--- src/rtl/restoring_divider_8.sv ---
// Restoring unsigned divider: one quotient bit per clock through a
// three-state IDLE/CALC/DONE controller, with registered results that
// persist until the next operation completes.
module restoring_divider_8 #(
  parameter int WIDTH = 8
) (
  input  logic             Clk,
  input  logic             Reset,
  input  logic             Run,
  input  logic [WIDTH-1:0] Dividend,
  input  logic [WIDTH-1:0] Divisor,
  output logic [WIDTH-1:0] Quotient,
  output logic [WIDTH-1:0] Remainder,
  output logic             Busy,
  output logic             Done,
  output logic             DivByZero
);

  localparam int CW = (WIDTH > 1) ? $clog2(WIDTH) : 1;
  localparam logic [CW-1:0] LAST_STEP = CW'(WIDTH - 1);

  typedef enum logic [1:0] {
    IDLE = 2'd0,
    CALC = 2'd1,
    DONE = 2'd2
  } state_t;

  state_t r_state;
  state_t w_nextState;

  // The partial remainder A is always below M between steps, so its top
  // bit is provably zero and only WIDTH bits need to be stored; the extra
  // bit exists only transiently in the shifted/trial values.
  logic [WIDTH-1:0] r_a;
  logic [WIDTH-1:0] r_q;
  logic [WIDTH-1:0] r_m;
  logic [CW-1:0]    r_count;

  logic [WIDTH-1:0] r_quotient;
  logic [WIDTH-1:0] r_remainder;
  logic             r_divByZero;

  logic [WIDTH:0]   w_shiftA;
  logic [WIDTH:0]   w_trial;
  logic [WIDTH-1:0] w_shiftQ;
  logic [WIDTH-1:0] w_stepA;
  logic [WIDTH-1:0] w_stepQ;
  logic             w_lastStep;
  logic             w_startCalc;
  logic             w_startZero;

  assign w_startCalc = Run && (Divisor != '0);
  assign w_startZero = Run && (Divisor == '0);
  assign w_lastStep  = (r_count == LAST_STEP);

  assign w_shiftA = {r_a, r_q[WIDTH-1]};
  assign w_shiftQ = {r_q[WIDTH-2:0], 1'b0};
  assign w_trial  = w_shiftA - {1'b0, r_m};

  // State register; reset forces IDLE without waiting for a clock edge.
  always_ff @(posedge Clk or posedge Reset) begin
    if (Reset) begin
      r_state <= IDLE;
    end else begin
      r_state <= w_nextState;
    end
  end

  // Next-state logic; DONE waits for Run to drop so one request gives one result.
  always_comb begin
    w_nextState = r_state;
    case (r_state)
      IDLE: begin
        if (w_startZero) begin
          w_nextState = DONE;
        end else if (w_startCalc) begin
          w_nextState = CALC;
        end
      end
      CALC: begin
        if (w_lastStep) begin
          w_nextState = DONE;
        end
      end
      DONE: begin
        if (!Run) begin
          w_nextState = IDLE;
        end
      end
      default: w_nextState = IDLE;
    endcase
  end

  // Outputs decoded purely from state so reset clears them immediately.
  always_comb begin
    Busy = 1'b0;
    Done = 1'b0;
    case (r_state)
      CALC:    Busy = 1'b1;
      DONE:    Done = 1'b1;
      default: begin
        Busy = 1'b0;
        Done = 1'b0;
      end
    endcase
  end

  // One restoring step: keep the trial difference when it did not borrow.
  always_comb begin
    w_stepA = w_shiftA[WIDTH-1:0];
    w_stepQ = w_shiftQ;
    if (!w_trial[WIDTH]) begin
      w_stepA    = w_trial[WIDTH-1:0];
      w_stepQ[0] = 1'b1;
    end
  end

  // Working registers: capture operands on start, iterate while in CALC.
  always_ff @(posedge Clk or posedge Reset) begin
    if (Reset) begin
      r_a     <= '0;
      r_q     <= '0;
      r_m     <= '0;
      r_count <= '0;
    end else begin
      case (r_state)
        IDLE: begin
          if (w_startCalc) begin
            r_a     <= '0;
            r_q     <= Dividend;
            r_m     <= Divisor;
            r_count <= '0;
          end
        end
        CALC: begin
          r_a     <= w_stepA;
          r_q     <= w_stepQ;
          r_count <= r_count + CW'(1);
        end
        default: begin
          r_a     <= r_a;
          r_q     <= r_q;
          r_m     <= r_m;
          r_count <= r_count;
        end
      endcase
    end
  end

  // Result registers only update on entry to DONE, so the previous result
  // stays visible through IDLE and the whole of the next CALC.
  always_ff @(posedge Clk or posedge Reset) begin
    if (Reset) begin
      r_quotient  <= '0;
      r_remainder <= '0;
      r_divByZero <= 1'b0;
    end else if (r_state == IDLE && w_startZero) begin
      r_quotient  <= '1;
      r_remainder <= Dividend;
      r_divByZero <= 1'b1;
    end else if (r_state == CALC && w_lastStep) begin
      r_quotient  <= w_stepQ;
      r_remainder <= w_stepA;
      r_divByZero <= 1'b0;
    end
  end

  assign Quotient  = r_quotient;
  assign Remainder = r_remainder;
  assign DivByZero = r_divByZero;

endmodule
--- config.mk ---
export PLATFORM = sky130hd
export DESIGN_NAME = restoring_divider_8
export DESIGN_NICKNAME = d
export VERILOG_FILES = /design/src/rtl/restoring_divider_8.sv
export SDC_FILE = /design/constraint.sdc
export NUM_CORES = 1
export LEC_CHECK = 0
export BUFFER_PORTS_ARGS = -buffer_cell sky130_fd_sc_hd__buf_2
export CAP_MARGIN = 20
export CORE_AREA = 3 3 84 86
export DETAILED_ROUTE_END_ITERATION = 6
export DIE_AREA = 0 0 87 89
export PLACE_DENSITY = 0.65
export SLEW_MARGIN = 20
export SYNTH_ARGS = -nofsm -noshare
export SYNTH_HDL_FRONTEND = slang
export SYNTH_SLANG_ARGS = --single-unit
export TNS_END_PERCENT = 100
--- constraint.sdc ---
create_clock -name Clk -period 2.9 [get_ports Clk]
set_input_delay 0.145 -clock Clk [delete_from_list [all_inputs] [get_ports Clk]]
set_output_delay 0.145 -clock Clk [all_outputs]
set_load 0.1 [all_outputs]
==> impl_metrics.py <==
metrics = {
    "worst_setup_path": {
        "critPathTopFamily": "compound AO/OA/AOI/OAI gates",
        "critical_path_class": "reg -> reg",
        "critPathMaxStageDelay_ns": 0.43,
        "worstPathCellList": "inv_1 > ha_1 > inv_1 > fa_1 > a211oi_4 > o211ai_2 > a311oi_4 > buf_4 > mux2i_1 > o21ai_0",
        "reg2reg_slack_ns": 0.27,
        "worstPathMaxFanout": 6,
        "required_ns": 3.08,
        "cpMaxStageDelayCell": "fa_1",
        "setup.worst_path.start_class": "flip-flop",
        "r2r_start": "r_q[7]$_DFFE_PP0P_",
        "cp_num_buf_inv": 3,
        "timing.critical_path.mode_cell": "inv_1",
        "reg2reg_to": "r_a[3]$_DFFE_PP0P_",
        "r2r_cells": 10,
        "crit_arrival_ns": 2.81,
        "crit_path_end_kind": "flip-flop",
    },
    "timing": {
        "final.period_utilization_pct": 90.6,
        "hold_viol": 0,
        "setup_viol": 0,
        "slew_headroom_pct": 59.1,
        "max_freq_ghz": 0.380,
        "worst_slew_pin_slew_ns": 0.614,
        "clock_skew_ns": 0.00723,
        "period_minus_slack_ns": 2.63,
        "final_max_slew_viol_count": 0,
        "whs_ns": 0.0588,
        "rsz0062_at_grt": "false",
        "final.setup.tns_ns": 0,
    },
    "hold_path": {
        "hold_end": "r_m[6]$_DFFE_PP0P_",
        "hp-start": "Divisor[6]",
        "hold-path-cell-count": 3,
        "hold_class": "in -> reg",
    },
    "floorplanning": {
        "die_h_um": 89,
        "initial_core_util_pct": 39.9,
        "die_area_um2": 7740,
        "core-area_um2": 6350,
        "rows": 29,
        "num_io_pins": 38,
        "fp.dieW_um": 87,
    },
    "route": {
        "drc": 0,
        "num_vias": 2060,
        "avgRoutedWirePerCell_um": 15.9,
        "routed_wl_um": 6100,
        "drtIter0Drc": 103,
        "ant_nets": 0,
        "firstDrtPassIters": 4,
        "viasPerCell": 5.36,
    },
    "global_route": {
        "busiest_layer": "met1",
        "grt_overflow": 0,
        "grt_pass1_vias": 1895,
        "met1_usage_pct": 25.3,
        "grt_max_degree": 47,
        "gr-usage-all-layers_pct": 16.0,
        "grtUsageMet3_pct": 2.76,
        "met2_usage_pct": 23.1,
        "antenna_found_initial": 0,
        "grt_pass1_wl_um": 9720,
    },
    "synthesis": {
        "ys_seq_elements": 46,
        "synth_area_um2": 2530,
        "synth_flop_cell": "dfrtp_1",
        "synthArstFlopShare_pct": 100,
        "syn_area_per_cell_um2": 9.60,
        "synthCells": 264,
        "yosysUniqueCellTypes": 47,
        "synth_edf_count": 0,
        "seq_area_frac_synth_pct": 45.4,
        "synth_warnings": 0,
        "syn_nets": 294,
    },
    "finish": {
        "n_antenna_cell": 0,
        "final_common_cell": "dfrtp_1",
        "fin_nets": 336,
        "post-route-util_pct": 46.4,
        "area_growth_pct": 16.3,
        "drive_above_1_share_pct": 23.1,
        "fillers": 619,
        "final_cell_mix": "dfrtp_1, nand2_1, buf_2",
    },
    "clock_network": {
        "insertion_delay_ns": 0.30,
        "clock_tree.root_cell": "clkbuf_8",
        "htreeDepth": 2,
        "clock_path_buffers": 2,
        "cts_buffers": 5,
        "clkTransAtPathRegs_ns": 0.09,
        "ctsResizeCount": 0,
        "clock-sinks": 46,
        "tritoncts": "built",
    },
    "outcome": {
        "status": "completed",
    },
    "job": {
        "cap_violations": 0,
    },
    "placement": {
        "detailed_place_hpwl_um": 4440,
        "routabilityCongestion": 0.805,
        "portBuffers": 37,
    },
}
timing repair:
item,4_1_cts,5_1_grt
hold endpoints to repair,0,15
hold buffers,0,1
setup buffers,0,0
synthesized netlist by cell type, types with 8 or more instances:
cell type	count	area, µm²
a21oi_1	12	60.1
nand3_1	10	50.1
ha_1	10	125
nor3_1	9	45.0
nand2_1	45	169
o21ai_0	24	120
dfrtp_1	46	1150
a211oi_1	8	60.1
inv_1	14	52.6
nor2_1	13	48.8
mux2i_1	12	120
clkbuf_1	8	30.0
final cells by class:
cell class	count	area, µm²	share of cell area (%)
Clock buffer	5	68.8	2.33
Multi-Input combinational cell	190	1250	42.4
Inverter	14	52.6	1.78
Tap cell	77	96.3	3.27
Clock inverter	3	40.0	1.36
Sequential cell	46	1150	39.0
Timing Repair Buffer	49	290	9.85
state kept, by name, indices dropped and copies added, names as in the netlist:
| name | flops |
|---|---|
| r_count | 3 |
| Remainder | 8 |
| r_a | 8 |
| DivByZero | 1 |
| r_state | 2 |
| r_m | 8 |
| Quotient | 8 |
| r_q | 8 |
worst register-to-register path, cell delays in order (launching register included):
cell and delay, ns:
dfrtp_1 0.36, inv_1 0.09, ha_1 0.17, inv_1 0.05
fa_1 0.43, a211oi_4 0.30, o211ai_2 0.17, a311oi_4 0.35
buf_4 0.23, mux2i_1 0.25, o21ai_0 0.11
kinds of logic (layout without fill, tap and decap cells):
| family | after synthesis | count (layout) | share of synthesized area [%] |
|---|---|---|---|
| flip-flops | 46 | 46 | 45.4 |
| XOR/XNOR | 4 | 4 | 1.38 |
| buffers and inverters | 28 | 71 | 5.33 |
| multiplexers | 15 | 15 | 6.22 |
| AO/OA/AOI/OAI | 65 | 65 | 18.4 |
| AND/OR/NAND/NOR | 95 | 95 | 17.5 |
| adder cells (fa/ha/maj) | 11 | 11 | 5.73 |
metal layers:
metal  share of wire [%]  vias up
met5                   0        -
met4                0.66        0
met3                 5.3        7
met2                  44       49
met1                  50      995
li1                    -     1009
how the worst max path moves through the flow:
stage / start / end / slack, ns / cells after the start
5_1_grt: r_q[7]$_DFFE_PP0P_ / r_a[3]$_DFFE_PP0P_ / 0.07 / 10
3_5_place_dp: r_q[7]$_DFFE_PP0P_ / r_a[3]$_DFFE_PP0P_ / 0.28 / 10
3_3_place_gp: r_q[7]$_DFFE_PP0P_ / Remainder[0]$_DFFE_PP0P_ / 0.38 / 9
2_1_floorplan: r_q[7]$_DFFE_PP0P_ / Remainder[5]$_DFFE_PP0P_ / 0.32 / 9
6_report: r_q[7]$_DFFE_PP0P_ / r_a[3]$_DFFE_PP0P_ / 0.27 / 10
4_1_cts: r_q[7]$_DFFE_PP0P_ / r_a[3]$_DFFE_PP0P_ / 0.27 / 10
metrics by stage:
step	instance area, µm²	std cells	setup slack, ns
detailed placement	2810	374	0.284
global route	2950	384	0.0705
CTS	2920	382	0.267
global placement	2810	374	0.381
finish	2950	384	0.271
floorplan	2530	264	0.316
Power is not shown: default switching activity piles up to over one toggle a cycle in this logic, so the estimate is an artifact.
